===== config.mk =====
export PLATFORM = sky130hd
export DESIGN_NAME = ps2_key_receiver_flat
export DESIGN_NICKNAME = d
export VERILOG_FILES = /design/src/rtl/ps2_key_receiver_if.sv /design/src/rtl/ps2_key_receiver.sv /design/src/flat_wrapper.sv
export SDC_FILE = /design/constraint.sdc
export NUM_CORES = 1
export LEC_CHECK = 0
export ABC_AREA = 0
export ABC_CLOCK_PERIOD_IN_PS = 1800
export BUFFER_PORTS_ARGS = -buffer_cell sky130_fd_sc_hd__buf_2
export CAP_MARGIN = 20
export CORE_ASPECT_RATIO = 2
export CORE_MARGIN = 5
export CORE_UTILIZATION = 54
export DETAILED_ROUTE_END_ITERATION = 10
export PLACE_DENSITY = 0.87
export SYNTH_ARGS = -nofsm -noshare
export SYNTH_HDL_FRONTEND = slang
export SYNTH_SLANG_ARGS = --single-unit

===== constraint.sdc =====
create_clock -name clk -period 1.8 [get_ports clk]
set_input_delay 0.36 -clock clk [delete_from_list [all_inputs] [get_ports clk]]
set_output_delay 0.36 -clock clk [all_outputs]
set_load 0.01 [all_outputs]

===== src/rtl/ps2_key_receiver_if.sv =====
// ps2_key_receiver_if: bundles the raw PS/2 lines from the keyboard with the
// decoded key outputs handed to the object motion logic.
// master = keyboard/environment side, slave = the receiver.
interface ps2_key_receiver_if;
  logic       ps2_clk;
  logic       ps2_data;
  logic [7:0] keyData;
  logic       keyReady;
  logic       keyExt;
  logic       frameErr;

  modport master (
    output ps2_clk,
    output ps2_data,
    input  keyData,
    input  keyReady,
    input  keyExt,
    input  frameErr
  );

  modport slave (
    input  ps2_clk,
    input  ps2_data,
    output keyData,
    output keyReady,
    output keyExt,
    output frameErr
  );
endinterface


===== src/rtl/ps2_key_receiver.sv =====
// ps2_key_receiver: turns the PS/2 keyboard serial stream into make-code
// reports (keyData/keyExt with a keyReady strobe). It drops break sequences,
// tracks the E0 extended prefix and pulses frameErr on malformed or stalled
// frames.
// Optional macro PS2_PARITY_CHECK_EN: when defined, frames with bad odd
// parity are rejected. When undefined, the parity bit is captured but does
// not affect acceptance.
module ps2_key_receiver #(
  parameter int FILTER_LEN     = 8,
  parameter int TIMEOUT_CYCLES = 200000,
  parameter int READY_CYCLES   = 4
) (
  input  logic              clk,
  input  logic              rst,
  ps2_key_receiver_if.slave bus
);

  localparam int FCW = $clog2(FILTER_LEN + 1);
  localparam int TCW = $clog2(TIMEOUT_CYCLES + 1);
  localparam int RCW = $clog2(READY_CYCLES + 1);

`ifdef PS2_PARITY_CHECK_EN
  localparam bit PARITY_GATES = 1'b1;
`else
  localparam bit PARITY_GATES = 1'b0;
`endif

  typedef enum logic [1:0] {IDLE, DATA, PARITY, STOP} state_e;

  logic [1:0]     clkSyncQ;
  logic [1:0]     dataSyncQ;
  logic           clkS;
  logic           dataS;

  logic [FCW-1:0] filtCntQ, filtCntD;
  logic           levelQ, levelD;
  logic           fe;

  state_e         stateQ, stateD;
  logic [2:0]     bitCntQ;
  logic [7:0]     byteQ;
  logic           parityQ;
  logic [TCW-1:0] timeoutCntQ;

  logic           brkQ;
  logic           extQ;
  logic [7:0]     keyDataQ;
  logic           keyExtQ;
  logic [RCW-1:0] readyCntQ;
  logic           frameErrQ;

  logic           parityGood;
  logic           parityOk;
  logic           goodFrame;
  logic           badFrame;
  logic           timeoutHit;
  logic           report;

  // Two-flop synchronisers for both asynchronous PS/2 lines; idle level is 1.
  always_ff @(posedge clk) begin
    if (rst) begin
      clkSyncQ  <= 2'b11;
      dataSyncQ <= 2'b11;
    end else begin
      clkSyncQ  <= {clkSyncQ[0], bus.ps2_clk};
      dataSyncQ <= {dataSyncQ[0], bus.ps2_data};
    end
  end

  assign clkS  = clkSyncQ[1];
  assign dataS = dataSyncQ[1];

  // Glitch filter: flip the level only after FILTER_LEN differing samples; a falling flip is fe.
  always_comb begin
    filtCntD = '0;
    levelD   = levelQ;
    fe       = 1'b0;
    if (clkS != levelQ) begin
      if (filtCntQ == FCW'(FILTER_LEN - 1)) begin
        levelD = clkS;
        fe     = levelQ;
      end else begin
        filtCntD = filtCntQ + FCW'(1);
      end
    end
  end

  // Filter state register.
  always_ff @(posedge clk) begin
    if (rst) begin
      filtCntQ <= '0;
      levelQ   <= 1'b1;
    end else begin
      filtCntQ <= filtCntD;
      levelQ   <= levelD;
    end
  end

  // FSM state register.
  always_ff @(posedge clk) begin
    if (rst) begin
      stateQ <= IDLE;
    end else begin
      stateQ <= stateD;
    end
  end

  // FSM next-state logic; a timeout overrides everything and abandons the frame.
  always_comb begin
    stateD = stateQ;
    if (timeoutHit) begin
      stateD = IDLE;
    end else if (fe) begin
      case (stateQ)
        IDLE:    if (!dataS) stateD = DATA;
        DATA:    if (bitCntQ == 3'd7) stateD = PARITY;
        PARITY:  stateD = STOP;
        STOP:    stateD = IDLE;
        default: stateD = IDLE;
      endcase
    end
  end

  // FSM outputs: frame verdicts, timeout detection and whether a good frame is reported.
  always_comb begin
    parityGood = ^{byteQ, parityQ};
    parityOk   = parityGood | ~PARITY_GATES;
    goodFrame  = 1'b0;
    badFrame   = 1'b0;
    timeoutHit = 1'b0;
    if (stateQ != IDLE && !fe && timeoutCntQ == TCW'(TIMEOUT_CYCLES)) begin
      timeoutHit = 1'b1;
    end
    if (fe) begin
      case (stateQ)
        IDLE: begin
          if (dataS) badFrame = 1'b1;
        end
        STOP: begin
          if (dataS && parityOk) goodFrame = 1'b1;
          else                   badFrame  = 1'b1;
        end
        default: ;
      endcase
    end
    report = goodFrame && (byteQ != 8'hF0) && (byteQ != 8'hE0) && !brkQ;
  end

  // Frame datapath: bit counter, byte shift-in, parity capture and timeout counter.
  always_ff @(posedge clk) begin
    if (rst) begin
      bitCntQ     <= '0;
      byteQ       <= '0;
      parityQ     <= 1'b0;
      timeoutCntQ <= '0;
    end else begin
      if (stateQ == IDLE || fe || timeoutHit) begin
        timeoutCntQ <= '0;
      end else begin
        timeoutCntQ <= timeoutCntQ + TCW'(1);
      end
      if (timeoutHit) begin
        byteQ   <= '0;
        bitCntQ <= '0;
      end else if (fe) begin
        case (stateQ)
          IDLE: begin
            if (!dataS) begin
              bitCntQ <= '0;
              byteQ   <= '0;
            end
          end
          DATA: begin
            byteQ[bitCntQ] <= dataS;
            bitCntQ        <= bitCntQ + 3'd1;
          end
          PARITY:  parityQ <= dataS;
          default: ;
        endcase
      end
    end
  end

  // Decoder and output registers: prefix flags, reported key, ready hold and error pulse.
  always_ff @(posedge clk) begin
    if (rst) begin
      brkQ      <= 1'b0;
      extQ      <= 1'b0;
      keyDataQ  <= '0;
      keyExtQ   <= 1'b0;
      readyCntQ <= '0;
      frameErrQ <= 1'b0;
    end else begin
      frameErrQ <= badFrame | timeoutHit;
      if (goodFrame) begin
        if (byteQ == 8'hF0) begin
          brkQ <= 1'b1;
        end else if (byteQ == 8'hE0) begin
          extQ <= 1'b1;
        end else if (brkQ) begin
          brkQ <= 1'b0;
          extQ <= 1'b0;
        end else begin
          keyDataQ <= byteQ;
          keyExtQ  <= extQ;
          extQ     <= 1'b0;
        end
      end
      if (report) begin
        readyCntQ <= RCW'(READY_CYCLES);
      end else if (readyCntQ != '0) begin
        readyCntQ <= readyCntQ - RCW'(1);
      end
    end
  end

  assign bus.keyData  = keyDataQ;
  assign bus.keyExt   = keyExtQ;
  assign bus.keyReady = (readyCntQ != '0);
  assign bus.frameErr = frameErrQ;

endmodule


===== src/flat_wrapper.sv =====
// flat-port wrapper written by rule: the top's interface ports become plain ports
module ps2_key_receiver_flat 
#(
  parameter int FILTER_LEN     = 8,
  parameter int TIMEOUT_CYCLES = 200000,
  parameter int READY_CYCLES   = 4
)
  (clk, rst, bus_ps2_clk, bus_ps2_data, bus_keyData, bus_keyReady, bus_keyExt, bus_frameErr);
  ps2_key_receiver_if bus_i ();
  input  logic clk;
  input  logic rst;
  input wire logic [$bits(bus_i.ps2_clk)-1:0] bus_ps2_clk;
  input wire logic [$bits(bus_i.ps2_data)-1:0] bus_ps2_data;
  output wire logic [$bits(bus_i.keyData)-1:0] bus_keyData;
  output wire logic [$bits(bus_i.keyReady)-1:0] bus_keyReady;
  output wire logic [$bits(bus_i.keyExt)-1:0] bus_keyExt;
  output wire logic [$bits(bus_i.frameErr)-1:0] bus_frameErr;
  assign bus_i.ps2_clk = bus_ps2_clk;
  assign bus_i.ps2_data = bus_ps2_data;
  assign bus_keyData = bus_i.keyData;
  assign bus_keyReady = bus_i.keyReady;
  assign bus_keyExt = bus_i.keyExt;
  assign bus_frameErr = bus_i.frameErr;
  ps2_key_receiver #(.FILTER_LEN(FILTER_LEN), .TIMEOUT_CYCLES(TIMEOUT_CYCLES), .READY_CYCLES(READY_CYCLES)) u_core (.clk(clk), .rst(rst), .bus(bus_i));
endmodule

==> report_table.html, run 1 <==
<table>
<tr><th>Metric</th><th>Value</th></tr>
<tr><th colspan="2">Place</th></tr>
<tr><td>Estimated wirelength of the detail-placed design</td><td>3.810 mm</td></tr>
<tr><td>Post-placement cell count</td><td>between 300 and 400</td></tr>
<tr><td>GPL Wtd Cong</td><td>between 0.8 and 0.9</td></tr>
<tr><td>Placement Setup Slack</td><td>0.02675 ns</td></tr>
<tr><td>DP Area</td><td>roughly 0.0028 mm^2</td></tr>
<tr><td>Port Buffers</td><td>14</td></tr>
<tr><th colspan="2">Synth</th></tr>
<tr><td>Cell area after synthesis</td><td>0.002589 mm^2</td></tr>
<tr><td>Cell type with the largest total area after synthesis</td><td>dfxtp_1</td></tr>
<tr><td>Average footprint of a synthesized cell</td><td>approximately 8.7 um^2</td></tr>
<tr><td>Number of standard cells after synthesis</td><td>296</td></tr>
<tr><td>Register bit count reported by yosys</td><td>between 50 and 60</td></tr>
<tr><td>Register area share after synthesis</td><td>0.4253</td></tr>
<tr><td>Top-area cell type share of the netlist area</td><td>0.4253</td></tr>
<tr><td>Main flop type after synthesis</td><td>dfxtp_1</td></tr>
<tr><td>Share of flip-flops with an asynchronous set or reset</td><td>0</td></tr>
<tr><td>Number of warnings issued by yosys</td><td>0</td></tr>
<tr><td>Number of enable flip-flop cells after synthesis</td><td>0</td></tr>
<tr><td>Biggest area contributors in the synthesized netlist</td><td>dfxtp_1 (43%), ha_1 (6.3%), nand2_1 (5.2%)</td></tr>
<tr><td>Distinct cells, synth</td><td>40</td></tr>
<tr><td>Syn Nets</td><td>approximately 310</td></tr>
<tr><th colspan="2">Flow run</th></tr>
<tr><td>Number of maximum-capacitance constraint violations</td><td>0</td></tr>
<tr><th colspan="2">STA</th></tr>
<tr><td>Endpoints failing setup</td><td>0</td></tr>
<tr><td>Worst slew margin</td><td>0.7786</td></tr>
<tr><td>Final Worst Setup Slack</td><td>between 0.03 and 0.04 ns</td></tr>
<tr><td>Number of max-slew violations in the final report</td><td>0</td></tr>
<tr><td>Worst hold margin</td><td>between 0.2 and 0.25 ns</td></tr>
<tr><td>Pin slew with the least headroom to its limit</td><td>roughly 0.33 ns</td></tr>
<tr><td>Endpoints failing hold</td><td>0</td></tr>
<tr><td>Share of the cycle needed by the critical path after routing</td><td>0.9788</td></tr>
<tr><td>Shortest clock period the worst path allows after layout</td><td>between 1.5 and 2 ns</td></tr>
<tr><td>FMAX</td><td>roughly 570 MHz</td></tr>
<tr><td>Clock Skews</td><td>about 0.007 ns</td></tr>
<tr><th colspan="2">Setup path</th></tr>
<tr><td>WP data arrival</td><td>roughly 2.0 ns</td></tr>
<tr><td>Largest fanout of any net on the critical path</td><td>6</td></tr>
<tr><td>Required time at the endpoint of the critical path</td><td>about 2.0 ns</td></tr>
<tr><td>Worst path cell trace</td><td>nor4_1 -&gt; nand4_1 -&gt; o31ai_4 -&gt; buf_4 -&gt; a21oi_1</td></tr>
<tr><td>Startpoint of the worst register-to-register path</td><td>u_core.timeoutCntQ[4]</td></tr>
<tr><td>CP max stage delay</td><td>0.38 ns</td></tr>
<tr><td>CP endpoint kind</td><td>flop</td></tr>
<tr><td>Crit path launch type</td><td>flop</td></tr>
<tr><td>Cell with the largest stage delay on the worst path</td><td>dfxtp_1</td></tr>
<tr><td>Type of the setup path with the least slack</td><td>flop to flop</td></tr>
<tr><td>Startpoint of the most critical setup path</td><td>u_core.timeoutCntQ[4]</td></tr>
<tr><th colspan="2">Final layout</th></tr>
<tr><td>Number of nets in the layout</td><td>approximately 340</td></tr>
<tr><td>Fraction of layout cells with a size suffix above 1</td><td>0.1719</td></tr>
<tr><td>Most frequent standard cell in the layout excluding fill and tap cells</td><td>dfxtp_1</td></tr>
<tr><td>Most frequent cells in the layout</td><td>dfxtp_1 (52), nand2_1 (36), nor2_1 (30), a21oi_1 (18), inv_1 (17)</td></tr>
<tr><td>Fin cells</td><td>~380</td></tr>
<tr><td>Antenna Cells</td><td>0</td></tr>
<tr><td>Fill cell count</td><td>382</td></tr>
<tr><td>P&amp;R area growth vs syn</td><td>13.87%</td></tr>
<tr><td>Final standard cell area without fillers</td><td>between 0.002 and 0.003 mm^2</td></tr>
<tr><th colspan="2">Drt</th></tr>
<tr><td>Wirelength, routed</td><td>between 5 and 6 mm</td></tr>
<tr><td>Count of routing violations after the opening detailed-route iteration</td><td>96</td></tr>
<tr><td>Average routed wire per standard cell</td><td>around 14 um</td></tr>
<tr><td>Average vias per placed instance</td><td>5.741</td></tr>
<tr><td>Count of nets left with antenna violations after detail routing</td><td>0</td></tr>
<tr><td>Count of TritonRoute iterations in the first routing pass</td><td>5</td></tr>
<tr><td>Via count</td><td>between 2000 and 2500</td></tr>
<tr><td>Residual DRC</td><td>0</td></tr>
<tr><th colspan="2">Power</th></tr>
<tr><td>Internal power of the cells</td><td>approximately 1.7 mW</td></tr>
<tr><td>P_sw</td><td>about 0.54 mW</td></tr>
<tr><td>Logic gate share of total power</td><td>0.108</td></tr>
<tr><td>Total power per unit cell area</td><td>761.5 mW/mm^2</td></tr>
<tr><td>Fraction of power spent switching nets</td><td>0.2388</td></tr>
<tr><td>Part of the power in registers</td><td>0.566</td></tr>
<tr><td>Part of the total power dissipated in the clock network</td><td>0.326</td></tr>
<tr><td>Leak pwr</td><td>roughly 1.1 nW</td></tr>
<tr><td>Worst VDD drop</td><td>about 0.66 mV</td></tr>
<tr><th colspan="2">Global route</th></tr>
<tr><td>Overall overflow remaining after global route</td><td>0</td></tr>
<tr><td>Pin count of the biggest net entering global routing</td><td>19</td></tr>
<tr><td>Overall fraction of global-route tracks in use</td><td>0.1704</td></tr>
<tr><td>Antenna violations before repair</td><td>0</td></tr>
<tr><td>Global-route wire length before repair</td><td>between 8 and 9 mm</td></tr>
<tr><td>Vias in the first global route</td><td>between 2000 and 2500</td></tr>
<tr><th colspan="2">CTS</th></tr>
<tr><td>Clock Root Buffer</td><td>clkbuf_8</td></tr>
<tr><td>Clock transition at path regs</td><td>roughly 0.090 ns</td></tr>
<tr><td>Post-CTS setup repair buffer count</td><td>0</td></tr>
<tr><td>Total CTS buffers</td><td>5</td></tr>
<tr><td>TritonCTS clock tree</td><td>yes</td></tr>
<tr><td>Clock insertion delay at the later pin of the skew report</td><td>a little over 0.3 ns</td></tr>
<tr><td>Post-CTS Resized</td><td>0</td></tr>
<tr><td>Num Clock Sinks</td><td>55</td></tr>
<tr><td>Number of levels the H-tree was split into</td><td>2</td></tr>
<tr><td>Cts hold-fix bufs</td><td>0</td></tr>
<tr><td>Maximum root-to-sink buffer count</td><td>2</td></tr>
<tr><th colspan="2">Die</th></tr>
<tr><td>Vert. Die Dim</td><td>between 100 and 150 um</td></tr>
<tr><td>FP Rows</td><td>35</td></tr>
<tr><td>Die X-Extent</td><td>a little under 60 um</td></tr>
<tr><td>Placeable core region</td><td>around 0.0046 mm^2</td></tr>
<tr><td># IOs</td><td>15</td></tr>
<tr><td>Initial cell density of the core</td><td>0.5577</td></tr>
<tr><td>Total die area</td><td>around 0.0064 mm^2</td></tr>
<tr><th colspan="2">Min path</th></tr>
<tr><td>Worst Hold Launch</td><td>bus_ps2_clk</td></tr>
<tr><td>Path category of the worst min-delay check</td><td>input port to flop</td></tr>
<tr><th colspan="2">Run status</th></tr>
<tr><td>Result of the run</td><td>complete, no violations</td></tr>
</table>
cell type report:
type	instances	area [um^2]	share of cell area
clock buffers	8	100.1	0.03396
inverters	17	63.81	0.02165
multi-input cells	212	1406	0.4771
flip-flops and latches	55	1105	0.3748
well taps	55	68.82	0.02334
repair buffers	28	203.9	0.06919
routing by layer:
metal | vias up | share of wire | GRT usage
met3 | 21 | 0.036 | 0.03001
met4 | 0 | 0.042 | 0.09562
met1 | 1018 | 0.36 | 0.1617
met2 | 56 | 0.56 | 0.3236
met5 | - | 0 | 0
li1 | 1058 | - | -
logic make-up (layout without fill, tap and decap cells):
family,count (synthesis),count (layout),synth area share
buf+inv,29,53,0.04737
mux,10,10,0.03867
xor+xnor,18,18,0.06090
simple gates,126,126,0.2562
fa+ha+maj,13,13,0.06283
compound gates,45,45,0.1087
flops,55,55,0.4253
cells in the mapped netlist (all sizes together), types with 7 or more instances:
cell type and n:
clkbuf 7, dfxtp 55, nor2b 8, mux2i 10, xor2 7, xnor2 11, a21oi 19, nor4 7
nor2 30, o21ai 9, ha 13, nand3 8, inv 17, nand2 36, nand4 9
sequential cells by signal, indices dropped and copies added (netlist names):
register and cells:
u_core.byteQ 8, u_core.bus.keyData 8, u_core.dataSyncQ 2, u_core.readyCntQ 3, u_core.filtCntQ 4, u_core.bus.keyExt 1, u_core.timeoutCntQ 18, u_core.brkQ 1
u_core.bitCntQ 3, u_core.stateQ 2, u_core.levelQ 1, u_core.bus.frameErr 1, u_core.clkSyncQ 2, u_core.extQ 1
per-stage QoR:
stage,util,total power [mW],TNS (ns)
6_report,0.6350,2.245,0
5_1_grt,0.6350,2.339,-0.09032
2_1_floorplan,-,1.468,0
3_3_place_gp,0.6024,1.510,0
4_1_cts,0.6240,2.255,0
3_5_place_dp,0.6024,1.534,0
power by group through the flow:
stage	logic (mW)	registers (mW)	clock network, mW
floorplan	0.176	1.29	0
global placement	0.216	1.29	0
detailed placement	0.237	1.30	0
CTS	0.239	1.27	0.747
global route	0.275	1.27	0.793
finish	0.243	1.27	0.732
worst max-delay path, delay by kind of cell, from the launching register on:
family / cells / cell delay (ns)
compound gates: 2 / 0.41
buf+inv: 1 / 0.21
flops: 1 / 0.38
simple gates: 2 / 0.66
worst paths after layout:
| path | endpoint | slack [ns] | cells past startpoint |
|---|---|---|---|
| max reg2reg | u_core.byteQ[0] | 0.04 | 5 |
| min reg2reg | u_core.clkSyncQ[1] | 0.42 | 1 |
| max | u_core.byteQ[0] | 0.04 | 5 |
| min | u_core.clkSyncQ[0] | 0.24 | 2 |
Power figures use the tool's default switching activity.
==> run 2, diff against run 1 <==
- CORE_MARGIN: 5 -> 2
==> report_table.html, run 2 (synthesized netlist as in run 1, its figures left out) <==
<table>
<tr><th>Metric</th><th>Value</th></tr>
<tr><th colspan="2">Setup path</th></tr>
<tr><td>Largest fanout of any net on the critical path</td><td>8</td></tr>
<tr><td>CP endpoint kind</td><td>flop</td></tr>
<tr><td>CP max stage delay</td><td>~0.39 ns</td></tr>
<tr><td>WP data arrival</td><td>roughly 1.9 ns</td></tr>
<tr><td>Type of the setup path with the least slack</td><td>flop to flop</td></tr>
<tr><td>CP delay by family, top</td><td>simple AND/OR/NAND/NOR gates</td></tr>
<tr><td>Required time at the endpoint of the critical path</td><td>2.01 ns</td></tr>
<tr><td>Crit path launch type</td><td>flop</td></tr>
<tr><td>Worst path cell trace</td><td>inv_1 -&gt; ha_1 -&gt; or3_1 -&gt; o31ai_2 -&gt; buf_4 -&gt; a21oi_1</td></tr>
<tr><td>Crit path buffers/inverters</td><td>2</td></tr>
<tr><td>Number of cells on the critical path</td><td>6</td></tr>
<tr><td>Cell with the largest stage delay on the worst path</td><td>or3_1</td></tr>
<tr><td>Reg2reg path depth</td><td>6</td></tr>
<tr><th colspan="2">Place</th></tr>
<tr><td>GPL Wtd Cong</td><td>~0.86</td></tr>
<tr><td>Estimated wirelength of the detail-placed design</td><td>3.951 mm</td></tr>
<tr><td>DP Area</td><td>0.002806 mm^2</td></tr>
<tr><td>Port Buffers</td><td>14</td></tr>
<tr><th colspan="2">Die</th></tr>
<tr><td>FP Rows</td><td>35</td></tr>
<tr><td>Die X-Extent</td><td>52.96 um</td></tr>
<tr><td>Total die area</td><td>roughly 0.0054 mm^2</td></tr>
<tr><td>Placeable core region</td><td>about 0.0046 mm^2</td></tr>
<tr><td>Vert. Die Dim</td><td>101.9 um</td></tr>
<tr><td># IOs</td><td>15</td></tr>
<tr><td>Initial cell density of the core</td><td>0.5630</td></tr>
<tr><th colspan="2">CTS</th></tr>
<tr><td>Clock Root Buffer</td><td>clkbuf_8</td></tr>
<tr><td>TritonCTS clock tree</td><td>yes</td></tr>
<tr><td>Maximum root-to-sink buffer count</td><td>2</td></tr>
<tr><td>Cts hold-fix bufs</td><td>0</td></tr>
<tr><td>Number of levels the H-tree was split into</td><td>2</td></tr>
<tr><td>Clock insertion delay at the later pin of the skew report</td><td>about 0.32 ns</td></tr>
<tr><td>Clock transition at path regs</td><td>0.10 ns</td></tr>
<tr><td>Num Clock Sinks</td><td>55</td></tr>
<tr><td>Post-CTS Resized</td><td>0</td></tr>
<tr><td>Total CTS buffers</td><td>5</td></tr>
<tr><td>Post-CTS setup repair buffer count</td><td>0</td></tr>
<tr><th colspan="2">STA</th></tr>
<tr><td>Worst slew margin</td><td>0.7518</td></tr>
<tr><td>Clock Skews</td><td>roughly 0.015 ns</td></tr>
<tr><td>Shortest clock period the worst path allows after layout</td><td>roughly 1.7 ns</td></tr>
<tr><td>Share of the cycle needed by the critical path after routing</td><td>0.9538</td></tr>
<tr><td>Pin slew with the least headroom to its limit</td><td>0.3720 ns</td></tr>
<tr><td>Endpoints failing setup</td><td>0</td></tr>
<tr><td>Unrepaired setup endpoints after global routing</td><td>false</td></tr>
<tr><td>Endpoints failing hold</td><td>0</td></tr>
<tr><td>FMAX</td><td>582.5 MHz</td></tr>
<tr><td>Number of max-slew violations in the final report</td><td>0</td></tr>
<tr><td>Total negative slack</td><td>0 ns</td></tr>
<tr><th colspan="2">Power</th></tr>
<tr><td>Part of the power in registers</td><td>0.535</td></tr>
<tr><td>Fraction of power spent switching nets</td><td>0.2361</td></tr>
<tr><td>Leak pwr</td><td>1.066 nW</td></tr>
<tr><td>Logic gate share of total power</td><td>0.099</td></tr>
<tr><td>Worst VDD drop</td><td>between 0.6 and 0.7 mV</td></tr>
<tr><td>Total power per unit cell area</td><td>about 810 mW/mm^2</td></tr>
<tr><td>Internal power of the cells</td><td>~1.8 mW</td></tr>
<tr><td>P_sw</td><td>about 0.56 mW</td></tr>
<tr><td>Part of the total power dissipated in the clock network</td><td>0.366</td></tr>
<tr><th colspan="2">Final layout</th></tr>
<tr><td>Largest register FFs</td><td>18</td></tr>
<tr><td>Number of nets in the layout</td><td>338</td></tr>
<tr><td>Final standard cell area without fillers</td><td>about 0.003 mm^2</td></tr>
<tr><td>Most frequent standard cell in the layout excluding fill and tap cells</td><td>dfxtp_1</td></tr>
<tr><td>Most frequent cells in the layout</td><td>dfxtp_1 (52), nand2_1 (36), nor2_1 (30), a21oi_1 (18), inv_1 (17)</td></tr>
<tr><td>Multi-input gate area</td><td>0.001376 mm^2</td></tr>
<tr><td>Antenna Cells</td><td>0</td></tr>
<tr><td>Fraction of layout cells with a size suffix above 1</td><td>0.1739</td></tr>
<tr><td>Biggest register</td><td>u_core.timeoutCntQ</td></tr>
<tr><td>P&amp;R area growth vs syn</td><td>13.48%</td></tr>
<tr><td>Fill cell count</td><td>371</td></tr>
<tr><td>Reg area</td><td>0.001105 mm^2</td></tr>
<tr><th colspan="2">Global route</th></tr>
<tr><td>Overall fraction of global-route tracks in use</td><td>0.2095</td></tr>
<tr><td>Overall overflow remaining after global route</td><td>0</td></tr>
<tr><td>Global-route wire length before repair</td><td>approximately 8.5 mm</td></tr>
<tr><td>Vias in the first global route</td><td>2065</td></tr>
<tr><td>Antenna violations before repair</td><td>0</td></tr>
<tr><td>Pin count of the biggest net entering global routing</td><td>20</td></tr>
<tr><th colspan="2">Drt</th></tr>
<tr><td>Count of nets left with antenna violations after detail routing</td><td>0</td></tr>
<tr><td>Via count</td><td>about 2100</td></tr>
<tr><td>Count of TritonRoute iterations in the first routing pass</td><td>4</td></tr>
<tr><td>Count of routing violations after the opening detailed-route iteration</td><td>between 40 and 50</td></tr>
<tr><td>Average vias per placed instance</td><td>between 5 and 6</td></tr>
<tr><td>Average routed wire per standard cell</td><td>approximately 14 um</td></tr>
<tr><td>Residual DRC</td><td>0</td></tr>
<tr><td>Wirelength, routed</td><td>roughly 5.2 mm</td></tr>
<tr><th colspan="2">Run status</th></tr>
<tr><td>Result of the run</td><td>complete, no violations</td></tr>
<tr><th colspan="2">Min path</th></tr>
<tr><td>Min-Delay Path Depth</td><td>2</td></tr>
<tr><td>Path category of the worst min-delay check</td><td>input port to flop</td></tr>
<tr><th colspan="2">Flow run</th></tr>
<tr><td>Number of maximum-capacitance constraint violations</td><td>0</td></tr>
</table>
run 2: final cells by class:
cell class                      count  share of cell area
Tap cell                           55             0.02342
Multi-Input combinational cell    212              0.4685
Sequential cell                    55              0.3761
Clock buffer                        6             0.02811
Clock inverter                      2             0.01320
Inverter                           17             0.02172
Timing Repair Buffer               30             0.06899
run 2: path summary, 6_finish.rpt:
kind	from	to	slack, ns
setup / recovery	u_core.stateQ[0]	u_core.byteQ[0]	0.08
hold / removal	bus_ps2_clk	u_core.clkSyncQ[0]	0.23
setup reg to reg	u_core.stateQ[0]	u_core.byteQ[0]	0.08
hold reg to reg	u_core.clkSyncQ[0]	u_core.clkSyncQ[1]	0.41
run 2: through the flow:
stage	power, mW	cells	hold slack (ns)	setup WS (ns)	utilization
after global routing	2.473	377	0.2457	0.0008515	0.6389
after detailed placement	1.530	369	0.3955	0.03942	0.6103
after CTS	2.382	377	0.2314	0.02582	0.6367
after floorplan	1.468	296	0.3895	0.009690	-
after global placement	1.511	369	0.3930	0.1300	0.6103
final	2.372	377	0.2341	0.08318	0.6389
run 2: power by group through the flow:
stage | clock [mW] | sequential (mW) | combinational, mW
detailed placement | 0 | 1.30 | 0.232
floorplan | 0 | 1.29 | 0.176
global route | 0.924 | 1.27 | 0.275
finish | 0.868 | 1.27 | 0.235
global placement | 0 | 1.29 | 0.217
CTS | 0.879 | 1.27 | 0.234
run 2: metal layers:
layer  track usage  part of all wire
met5             0                 0
met2        0.4279              0.58
met1        0.1758              0.36
met3       0.03216             0.031
met4        0.1124             0.032
==> run 3, diff against run 2 <==
- CORE_ASPECT_RATIO: 2 -> 0.7
==> report_table.html, run 3 (synthesized netlist as in run 1, its figures left out) <==
<table>
<tr><th>Metric</th><th>Value</th></tr>
<tr><th colspan="2">Drt</th></tr>
<tr><td>Count of nets left with antenna violations after detail routing</td><td>0</td></tr>
<tr><td>Average routed wire per standard cell</td><td>roughly 14 um</td></tr>
<tr><td>Wirelength, routed</td><td>roughly 5.2 mm</td></tr>
<tr><td>Count of TritonRoute iterations in the first routing pass</td><td>4</td></tr>
<tr><td>Count of routing violations after the opening detailed-route iteration</td><td>approximately 130</td></tr>
<tr><td>Residual DRC</td><td>0</td></tr>
<tr><td>Via count</td><td>2113</td></tr>
<tr><td>Average vias per placed instance</td><td>5.546</td></tr>
<tr><th colspan="2">Global route</th></tr>
<tr><td>Pin count of the biggest net entering global routing</td><td>20</td></tr>
<tr><td>Overall fraction of global-route tracks in use</td><td>0.1968</td></tr>
<tr><td>Vias in the first global route</td><td>about 1900</td></tr>
<tr><td>Global-route wire length before repair</td><td>between 8 and 9 mm</td></tr>
<tr><td>Overall overflow remaining after global route</td><td>0</td></tr>
<tr><td>Antenna violations before repair</td><td>0</td></tr>
<tr><th colspan="2">Place</th></tr>
<tr><td>GPL Wtd Cong</td><td>0.8651</td></tr>
<tr><td>Port Buffers</td><td>14</td></tr>
<tr><td>Post-placement cell count</td><td>372</td></tr>
<tr><td>Estimated wirelength of the detail-placed design</td><td>3.719 mm</td></tr>
<tr><td>Placement Setup Slack</td><td>0.08322 ns</td></tr>
<tr><th colspan="2">Die</th></tr>
<tr><td>Die X-Extent</td><td>around 87 um</td></tr>
<tr><td>Initial cell density of the core</td><td>0.5504</td></tr>
<tr><td># IOs</td><td>15</td></tr>
<tr><td>FP Rows</td><td>21</td></tr>
<tr><td>Placeable core region</td><td>0.004703 mm^2</td></tr>
<tr><td>Vert. Die Dim</td><td>around 62 um</td></tr>
<tr><td>Total die area</td><td>~0.0054 mm^2</td></tr>
<tr><th colspan="2">STA</th></tr>
<tr><td>Final Worst Setup Slack</td><td>roughly 0.044 ns</td></tr>
<tr><td>Shortest clock period the worst path allows after layout</td><td>between 1.5 and 2 ns</td></tr>
<tr><td>Endpoints failing hold</td><td>0</td></tr>
<tr><td>Number of max-slew violations in the final report</td><td>0</td></tr>
<tr><td>Worst slew margin</td><td>0.7712</td></tr>
<tr><td>Pin slew with the least headroom to its limit</td><td>around 0.34 ns</td></tr>
<tr><td>FMAX</td><td>approximately 570 MHz</td></tr>
<tr><td>Share of the cycle needed by the critical path after routing</td><td>0.9755</td></tr>
<tr><td>Clock Skews</td><td>a little under 0.009 ns</td></tr>
<tr><td>Worst hold margin</td><td>approximately 0.23 ns</td></tr>
<tr><td>Endpoints failing setup</td><td>0</td></tr>
<tr><th colspan="2">CTS</th></tr>
<tr><td>Number of levels the H-tree was split into</td><td>2</td></tr>
<tr><td>Total CTS buffers</td><td>5</td></tr>
<tr><td>Clock transition at path regs</td><td>roughly 0.090 ns</td></tr>
<tr><td>TritonCTS clock tree</td><td>yes</td></tr>
<tr><td>Clock insertion delay at the later pin of the skew report</td><td>around 0.31 ns</td></tr>
<tr><td>Clock Root Buffer</td><td>clkbuf_8</td></tr>
<tr><td>Maximum root-to-sink buffer count</td><td>2</td></tr>
<tr><td>Num Clock Sinks</td><td>between 50 and 60</td></tr>
<tr><th colspan="2">Min path</th></tr>
<tr><td>Path category of the worst min-delay check</td><td>input port to flop</td></tr>
<tr><th colspan="2">Flow run</th></tr>
<tr><td>Number of maximum-capacitance constraint violations</td><td>0</td></tr>
<tr><th colspan="2">Setup path</th></tr>
<tr><td>WP data arrival</td><td>1.95 ns</td></tr>
<tr><td>Required time at the endpoint of the critical path</td><td>roughly 2 ns</td></tr>
<tr><td>Type of the setup path with the least slack</td><td>flop to flop</td></tr>
<tr><td>Crit path launch type</td><td>flop</td></tr>
<tr><td>CP endpoint kind</td><td>flop</td></tr>
<tr><td>Largest fanout of any net on the critical path</td><td>18</td></tr>
<tr><th colspan="2">Run status</th></tr>
<tr><td>Result of the run</td><td>complete, no violations</td></tr>
<tr><th colspan="2">Final layout</th></tr>
<tr><td>Fin cells</td><td>between 300 and 400</td></tr>
<tr><td>Fill cell count</td><td>around 360</td></tr>
<tr><td>Largest register FFs</td><td>18</td></tr>
<tr><td>P&amp;R area growth vs syn</td><td>13.87%</td></tr>
<tr><td>Antenna Cells</td><td>0</td></tr>
<tr><td>Most frequent standard cell in the layout excluding fill and tap cells</td><td>dfxtp_1</td></tr>
<tr><td>Number of nets in the layout</td><td>340</td></tr>
<tr><td>Most frequent cells in the layout</td><td>dfxtp_1 (51), nand2_1 (36), nor2_1 (30), a21oi_1 (18), inv_1 (17)</td></tr>
<tr><td>Multi-input gate area</td><td>approximately 0.0014 mm^2</td></tr>
<tr><td>Fraction of layout cells with a size suffix above 1</td><td>0.1821</td></tr>
<tr><td>Biggest register</td><td>u_core.timeoutCntQ</td></tr>
<tr><td>Reg area</td><td>approximately 0.0011 mm^2</td></tr>
<tr><th colspan="2">Power</th></tr>
<tr><td>Post-layout power</td><td>between 2 and 2.5 mW</td></tr>
<tr><td>Total power per unit cell area</td><td>around 740 mW/mm^2</td></tr>
<tr><td>Worst VDD drop</td><td>~0.56 mV</td></tr>
<tr><td>Leak pwr</td><td>1.064 nW</td></tr>
</table>
==> run 3: routing by layer <==
metal  GRT usage  up-vias  part of all wire  wire length, um
met4     0.07143        0             0.012               61
met2      0.3242       46              0.47             2427
met3     0.05416        7             0.045              235
met1      0.2539      989              0.48             2473
li1            -     1071                 -                -
met5           0        -                 0                0
==> run 3: critical path: stages (launching register included) <==
cell and delay (ns):
dfxtp_1 0.40, nor4b_1 0.35, nand4_1 0.28, o31ai_2 0.37
buf_12 0.20, nor2_1 0.06
==> run 3: final cells by class <==
class	count	area share
flip-flops and latches	55	0.3752
well taps	57	0.02419
repair buffers	32	0.07810
clock inverters	2	0.004244
inverters	17	0.02165
clock buffers	6	0.02462
multi-input cells	212	0.4720
==> run 3: power by group <==
part	total (mW)	switching [mW]	internal [mW]
registers	1.27	0.0191	1.25
clock network	0.662	0.389	0.273
logic	0.238	0.134	0.104
total	2.17	0.542	1.63
==> run 3: final timing paths <==
| path | from | endpoint | slack [ns] | depth (start not counted) |
|---|---|---|---|---|
| worst min register to register | u_core.clkSyncQ[0] | u_core.clkSyncQ[1] | 0.42 | 1 |
| worst max-delay path | u_core.timeoutCntQ[7] | u_core.timeoutCntQ[2] | 0.04 | 5 |
| worst min-delay path | bus_ps2_clk | u_core.clkSyncQ[0] | 0.23 | 2 |
| worst max register to register | u_core.timeoutCntQ[7] | u_core.timeoutCntQ[2] | 0.04 | 5 |
==> run 3: repair_timing <==
item,4_1_cts,5_1_grt
hold buffers,0,0
endpoints found under the setup margin,0,16
gates resized for setup,0,11
setup buffers,0,1
==> run 3: through the flow <==
step           area (um^2)  utilization  TNS [ns]
5_1_grt               2948       0.6268  -0.03903
2_1_floorplan         2596            -         0
6_report              2948       0.6268         0
3_3_place_gp          2829       0.6015         0
4_1_cts               2914       0.6196         0
3_5_place_dp          2829       0.6015         0
